==> src/rtl/mem_arbiter.sv <==
// mem_arbiter: grants one client channel at a time to a shared memory port, bounded by MAX_BURST completions.
// Define MEM_ARBITER_RR_EN to compile in round-robin arbitration selected by rr_mode.
module mem_arbiter #(
    parameter int NCH       = 4,
    parameter int AW        = 26,
    parameter int DW        = 32,
    parameter int MAX_BURST = 16
) (
    input  logic              clk,
    input  logic              rst_n,
    input  logic [NCH-1:0]    ch_wvalid,
    output logic [NCH-1:0]    ch_wready,
    input  logic [NCH*AW-1:0] ch_waddr,
    input  logic [NCH*DW-1:0] ch_wdata,
    input  logic [NCH-1:0]    ch_rvalid,
    output logic [NCH-1:0]    ch_rready,
    input  logic [NCH*AW-1:0] ch_raddr,
    output logic [NCH*DW-1:0] ch_rdata,
    output logic              wvalid,
    input  logic              wready,
    output logic [AW-1:0]     waddr,
    output logic [DW-1:0]     wdata,
    output logic              rvalid,
    input  logic              rready,
    output logic [AW-1:0]     raddr,
    input  logic [DW-1:0]     rdata,
    input  logic [2:0]        sel,
    input  logic              rr_mode,
    output logic [NCH-1:0]    gnt,
    output logic              busy
);
    localparam int IW = $clog2(NCH);
    localparam logic [8:0] MB = 9'(MAX_BURST);

    typedef enum logic {IDLE, BUSY} state_t;

    state_t         state, state_nxt;
    logic [NCH-1:0] gnt_nxt;
    logic [7:0]     cnt, cnt_nxt;
    logic [8:0]     sum;
    logic [NCH-1:0] req;
    logic [7:0]     req8;
    logic [IW-1:0]  gidx, pick_idx;
    logic           pick_hit;

    assign req  = ch_wvalid | ch_rvalid;
    assign busy = state == BUSY;

    always_comb begin
        gidx = '0;
        for (int i = 0; i < NCH; i++)
            if (gnt[i]) gidx = IW'(i);
    end

    // Zero-padded to 8 so any sel value indexes safely; sel >= NCH sees no request.
    always_comb begin
        req8 = '0;
        req8[NCH-1:0] = req;
    end

`ifdef MEM_ARBITER_RR_EN
    logic [IW-1:0] ptr, ptr_nxt, rr_idx, rr_j;
    logic          rr_hit;

    always_comb begin
        rr_hit = 1'b0;
        rr_idx = '0;
        rr_j   = '0;
        for (int i = 1; i <= NCH; i++) begin
            rr_j = IW'((int'(ptr) + i) % NCH);
            if (!rr_hit && req[rr_j]) begin
                rr_hit = 1'b1;
                rr_idx = rr_j;
            end
        end
    end

    always_comb begin
        pick_hit = rr_mode ? rr_hit : req8[sel];
        pick_idx = rr_mode ? rr_idx : IW'(sel);
        ptr_nxt  = (state == IDLE && rr_mode && rr_hit) ? rr_idx : ptr;
    end

    always_ff @(posedge clk or negedge rst_n)
        if (!rst_n) ptr <= IW'(NCH - 1);
        else ptr <= ptr_nxt;
`else
    logic unused_rr;
    assign unused_rr = rr_mode;

    always_comb begin
        pick_hit = req8[sel];
        pick_idx = IW'(sel);
    end
`endif

    // Leaving on the completion that reaches MAX_BURST keeps the 8-bit count from ever wrapping.
    always_comb begin
        state_nxt = state;
        gnt_nxt   = gnt;
        cnt_nxt   = cnt;
        sum       = {1'b0, cnt} + 9'(wvalid & wready) + 9'(rready);
        if (state == IDLE) begin
            if (pick_hit) begin
                state_nxt         = BUSY;
                gnt_nxt           = '0;
                gnt_nxt[pick_idx] = 1'b1;
                cnt_nxt           = '0;
            end
        end else if (!req[gidx] || sum >= MB) begin
            state_nxt = IDLE;
            gnt_nxt   = '0;
            cnt_nxt   = '0;
        end else begin
            cnt_nxt = sum[7:0];
        end
    end

    always_ff @(posedge clk or negedge rst_n)
        if (!rst_n) begin
            state <= IDLE;
            gnt   <= '0;
            cnt   <= '0;
        end else begin
            state <= state_nxt;
            gnt   <= gnt_nxt;
            cnt   <= cnt_nxt;
        end

    always_comb begin
        wvalid    = busy & ch_wvalid[gidx];
        rvalid    = busy & ch_rvalid[gidx];
        waddr     = busy ? ch_waddr[gidx*AW +: AW] : '0;
        wdata     = busy ? ch_wdata[gidx*DW +: DW] : '0;
        raddr     = busy ? ch_raddr[gidx*AW +: AW] : '0;
        ch_wready = '0;
        ch_rready = '0;
        ch_rdata  = '0;
        if (busy) begin
            ch_wready[gidx]          = wready;
            ch_rready[gidx]          = rready;
            ch_rdata[gidx*DW +: DW]  = rdata;
        end
    end
endmodule

==> config.mk <==
export PLATFORM = sky130hd
export DESIGN_NAME = mem_arbiter
export DESIGN_NICKNAME = d
export VERILOG_FILES = /design/src/rtl/mem_arbiter.sv
export SDC_FILE = /design/constraint.sdc
export NUM_CORES = 1
export LEC_CHECK = 0
export BUFFER_PORTS_ARGS = -buffer_cell sky130_fd_sc_hd__buf_2
export CORE_AREA = 4 4 237 239
export CTS_CLUSTER_SIZE = 30
export DETAILED_ROUTE_END_ITERATION = 8
export DIE_AREA = 0 0 241 243
export GPL_TIMING_DRIVEN = 0
export PLACE_DENSITY_LB_ADDON = 0.3
export SLEW_MARGIN = 10
export SYNTH_ARGS = -nofsm -noshare
export SYNTH_HDL_FRONTEND = slang
export SYNTH_SLANG_ARGS = --single-unit
==> constraint.sdc <==
create_clock -name clk -period 3.9 [get_ports clk]
set_clock_uncertainty 0.1 [all_clocks]
set_input_delay 0.39 -clock clk [delete_from_list [all_inputs] [get_ports clk]]
set_output_delay 0.39 -clock clk [all_outputs]
set_load 0.02 [all_outputs]
# Yosys cells after proc, flatten, opt, wreduce, memory -nomap -nowiden
# Cells that the tools add are included.
# Widths: inputs -> output; s select.
# classes
addsub	3
n_mul	1
div_mod_pow	0
n_lt_le_gt_ge	6
eq_ne	1
n_shift	5
n_mux	30
bitwise_logic	7
n_reduce_logical	6
# op_table
op	n
$shiftx 104x8->26	2
$and 128x128->128	1
$mux 128	1
$shift 32x34->128 const A	1
$shiftx 128x8->32	1
$shiftx 32x34->128	1
$mux 26	2
$neg 7->34	1
$mux 32	1
$mux 8	3
$mux 4	5
$mux 1	10
$add 8x1->9	1
$add 9x1->9	1
$ge 9x5->1 const B	1
$and 4x4->4	2
$bmux 1 s2	3
$lt 2x3->1 const B	2
$mul 2x4->6 const B	1
$demux 1 s2	2
$ge 2x1->1 const B	2
$lt 3x4->1 const B	1
$mux 2	2
$or 4x4->4	1
8 further kinds	11
# word_totals
reg_bits	13
latch_bits	0
mem_bits_rw	0
romBits	0
input_bits	384
out_inout_bits	227
word_cells	62
mem_count	0

# Logic depth before layout (Yosys ltp)
# logic_depth
word_depth	13
depth_mapped	15

# Worst setup path after synthesis
# No wires, ideal clock.
# synth_timing
path_type	register to register
from	reg gnt[1]
to	reg cnt[2]
setup_time_ns	0.082
arrival_ns	3.218
required_ns	3.718
path_slack_ns	0.500
stages_incl_launch_ff	16
synth_period_minus_slack_ns	3.400
path_cell_list	dfrtp_1 buf_2 buf_4 mux2i_1 o21ai_0 mux2i_1 nor2b_1 nand2_1 fa_1 inv_1 ha_1 nand3_1 a211oi_2 o21ai_0 or4_1 a31oi_1
# synth_via
elab_chain_len	13
elab_cells_between_ends	16
cone_classes	add/sub: 2; order compare: 1; mux: 9; bitwise: 2; reduce/logical: 2
# synth_lines
item	line_no	source
start: declaration	29	output logic [NCH-1:0] gnt,
start signal: assignment	126	gnt <= gnt_nxt;
$mux 1 *	52	if (gnt[i]) gidx = IW'(i);
$mux 2 * (2 in series)	52	
$bmux 1 s2 *	131	wvalid = busy & ch_wvalid[gidx];
$mux 1 (implied by the code) *	131	
$and 1x1->1 *	131	
net wvalid	19	output logic wvalid,
$and 1x1->1 *	102	sum = {1'b0, cnt} + 9'(wvalid & wready) + 9'(rready);
$add 8x1->9 *	102	
$add 9x1->9 *	102	
$ge 9x5->1	110	end else if (!req[gidx] || sum >= MB) begin
$logic_or 1x1->1	110	
$mux 8 *	110	
$mux 8 *	103	if (state == IDLE) begin
end signal: assignment	127	cnt <= cnt_nxt;
end: declaration	39	logic [7:0] cnt, cnt_nxt;
# Mark *: on every way through the listed nets, which the timed path passes. The rest lies on a longest branch. The select of a mux whose other input is x is not followed.
# A chain may end at the register's enable or synchronous reset.

# Worst setup path after layout
# layout_timing
from	reg gnt[1]
to	out ch_rdata[79]
# layout_via
elab_chain_len	7
elab_cells_between_ends	8
cone_classes	add/sub: 1; shift: 2; mux: 4; bitwise: 1
# layout_lines
item	line_no	source
$mux 1 *	52	
$mux 2 * (2 in series)	52	
$neg 7->34 *	142	ch_rdata[gidx*DW +: DW] = rdata;
$shiftx 32x34->128 or $shift 32x34->128 (tied branches)	142	
$and 128x128->128 (no source line) *	-	
$mux 128 *	139	if (busy) begin
end: declaration	18	output logic [NCH*DW-1:0] ch_rdata,
# Every way passes the cells marked *; elsewhere a longest branch is shown, timed or not.

==> out/metrics.csv <==
metric;value;unit
synth.top_cell.area_share;27.2;%
path_class;flip-flop to output port;
ys_seq_area_share;6.54;%
antenna_found_initial;1;
yosysWarningCount;0;
maxSlewViolCount;0;
outcome;finished, final reports clean;
cts_setup_buffers;0;
grt_pass1_vias;8246;
synth-seq-cells;13;
combPwrFrac;91.0;%
final_common_cell;buf_2;
start_util;9.24;%
final_util;16.7;%
rrSetupSlack;330;ps
worstMarginPinSlew;1100;ps
place_area;8900;µm²
yosys.area.top_type;and2_1;
r2r-start;gnt[1]$_DFFE_PN0P_;
synth_nets;1212;
min_period;3580;ps
cts-root-buf;clkbuf_16;
first_pass_iters;5;
end_kind;output port;
hold_violations;0;
core;53800;µm²
routed_wl;39.3;mm
area_delta_synth_final;81.3;%
drc;0;
multiInputGateArea;4310;µm²
critPathLaunchType;flip-flop;
setup_viol;0;
p_seq_share;4.6;%
maxCapViolCount;0;
grt_pass1_wl;54.1;mm
drt-vias-per-instance;3.82;
worstHoldStart;sel[2];
swShare;61.9;%
numPortBuffers;608;
p_switching;2740;µW
synth_cells;821;
power.internal;1690;µW
overflow;0;
finalNetCount;1827;
crit_arrival;3090;ps
vdd_drop_max;0.000183;V
cp.required;3410;ps
pwr-share-clk;4.4;%
grt_max_degree;14;
critPathMaxFanout;10;
synth-async-reset-ratio;100;%
n_fill_cell;6333;
cts.sinks;13;
syn_area_per_cell;6.05;µm²
synth_area;4970;µm²
power_density;492;nW/µm²
synth_ff_type;dfrtp_1;
hpwl;34.6;mm
vias;8145;
whs_endpoint;busy$_DFF_PN0_;
insertion_delay;240;ps
fin_area;9010;µm²
layout-drive-gt1-share;44.9;%
cts_tree;built;
mostFrequentLayoutCells;614 x buf_2, 216 x and2_1, 95 x nor2_1;
rr_endpoint;cnt[2]$_DFFE_PN0P_;
die_h;243;µm
slew_headroom;26.5;%
clk_pin_slew;50;ps
yosys-top-cells-area;and2_1 27%, mux2i_1 18%, o21ai_0 9.0%;
clockBufferDepth;2;
globalplace.congestion;0.927;
grt_setup_unrepaired;false;
yosysUniqueCellTypes;47;
synth_edf_count;0;
die_w;241;µm
fin_crit_sh;91.9;%
drt_iter0_drc;443;
rows;85;
reg2reg_depth;15;
whs_path_depth;2;
diodes;0;
holdCritPathClass;input port to flip-flop;
ios;611;
cts_buffers;3;
p_leak;0.00472;µW
seq_area;325;µm²
h-tree-depth;1;
avgRoutedWirePerCell;18.5;µm
gr-usage-all-layers;12.3;%
ant_nets;0;
max_freq;279;MHz
die-area;58600;µm²
## through the flow
stage	setup WS, ps	instances	hold slack [ps]	TNS [ps]	total power (µW)
floorplan	500	821	-5.59	0	2600
global placement	-606	2125	196	-4330	4280
detailed placement	-648	2126	199	-4440	4310
CTS	3.29	2131	312	0	4520
global route	7.65	2131	339	0	4840
finish	316	2131	320	0	4430
## flip-flops by register name (all words and copies together), names as in the netlist
register,count
cnt,8
gnt,4
busy,1
## worst max-delay path, stage by stage (launching register included)
cell	delay, ps
dfrtp_1	330
buf_2	280
inv_1	130
o21ai_2	370
inv_2	130
ha_1	260
nand2b_1	190
nor2_1	130
and3_1	280
clkbuf_1	340
and2_1	230
buf_2	180
## power by group through the flow
stage / Sequential (µW) / Clock, µW / Combinational [µW]
final: 204 / 193 / 4030
after global placement: 204 / 0 / 4070
after CTS: 204 / 198 / 4120
after floorplan: 213 / 0 / 2390
after detailed placement: 206 / 0 / 4100
after global routing: 209 / 205 / 4420
## what timing repair did
item | 4_1_cts | 5_1_grt
endpoints found under the hold margin | 13 | 0
hold buffers | 1 | 0
pin swaps | 0 | 0
endpoints found under the setup margin | 11 | 82
gates resized for setup | 5 | 15
## Yosys cell counts, types with 2 or more instances
master and n:
and2_1 216, nor2_1 95, nand2_1 94, o21ai_0 89, mux2i_1 87, a21oi_1 86
clkbuf_1 53, dfrtp_1 13, and3_1 11, inv_1 8, buf_1 7, buf_2 7
ha_1 6, buf_4 5, nand3_1 5, nand4_1 3, nor3_1 3, a31oi_1 2
o21bai_1 2, o22ai_1 2
## area by class of cell
cell class | instances | area share, %
Buffer | 72 | 3.55
Clock buffer | 3 | 0.833
Clock inverter | 1 | 0.0555
Inverter | 9 | 0.375
Multi-Input combinational cell | 727 | 47.9
Sequential cell | 13 | 3.61
Tap cell | 696 | 9.66
Timing Repair Buffer | 610 | 34.0
## how the worst max path moves through the flow
stage          slack (ps)               start            endpoint
2_1_floorplan         500  gnt[1]$_DFFE_PN0P_  cnt[2]$_DFFE_PN0P_
3_3_place_gp         -610      busy$_DFF_PN0_  cnt[2]$_DFFE_PN0P_
3_5_place_dp         -650      busy$_DFF_PN0_  cnt[2]$_DFFE_PN0P_
4_1_cts                 3  gnt[3]$_DFFE_PN0P_        ch_rdata[73]
5_1_grt                 8  gnt[1]$_DFFE_PN0P_  cnt[2]$_DFFE_PN0P_
6_report              320  gnt[1]$_DFFE_PN0P_        ch_rdata[79]
## metal layers
metal  vias up  global-route usage [%]  wire length, µm
met5         -                       0                0
met4         0                    2.68              935
met3        48                    1.68             2460
met2       365                    21.6            19200
met1      3752                    15.9            16700
li1       3980                       -                -
## cell families (layout without fill, tap and decap cells)
family	Yosys count	in the layout	synth area share, %
AO/OA/AOI/OAI	196	196	21.4
adder cells (fa/ha/maj)	7	7	1.91
buffers and inverters	81	695	6.67
flip-flops	13	13	6.54
multiplexers	89	89	18.2
AND/OR/NAND/NOR	435	435	45.3
Power figures use the tool's default switching activity.
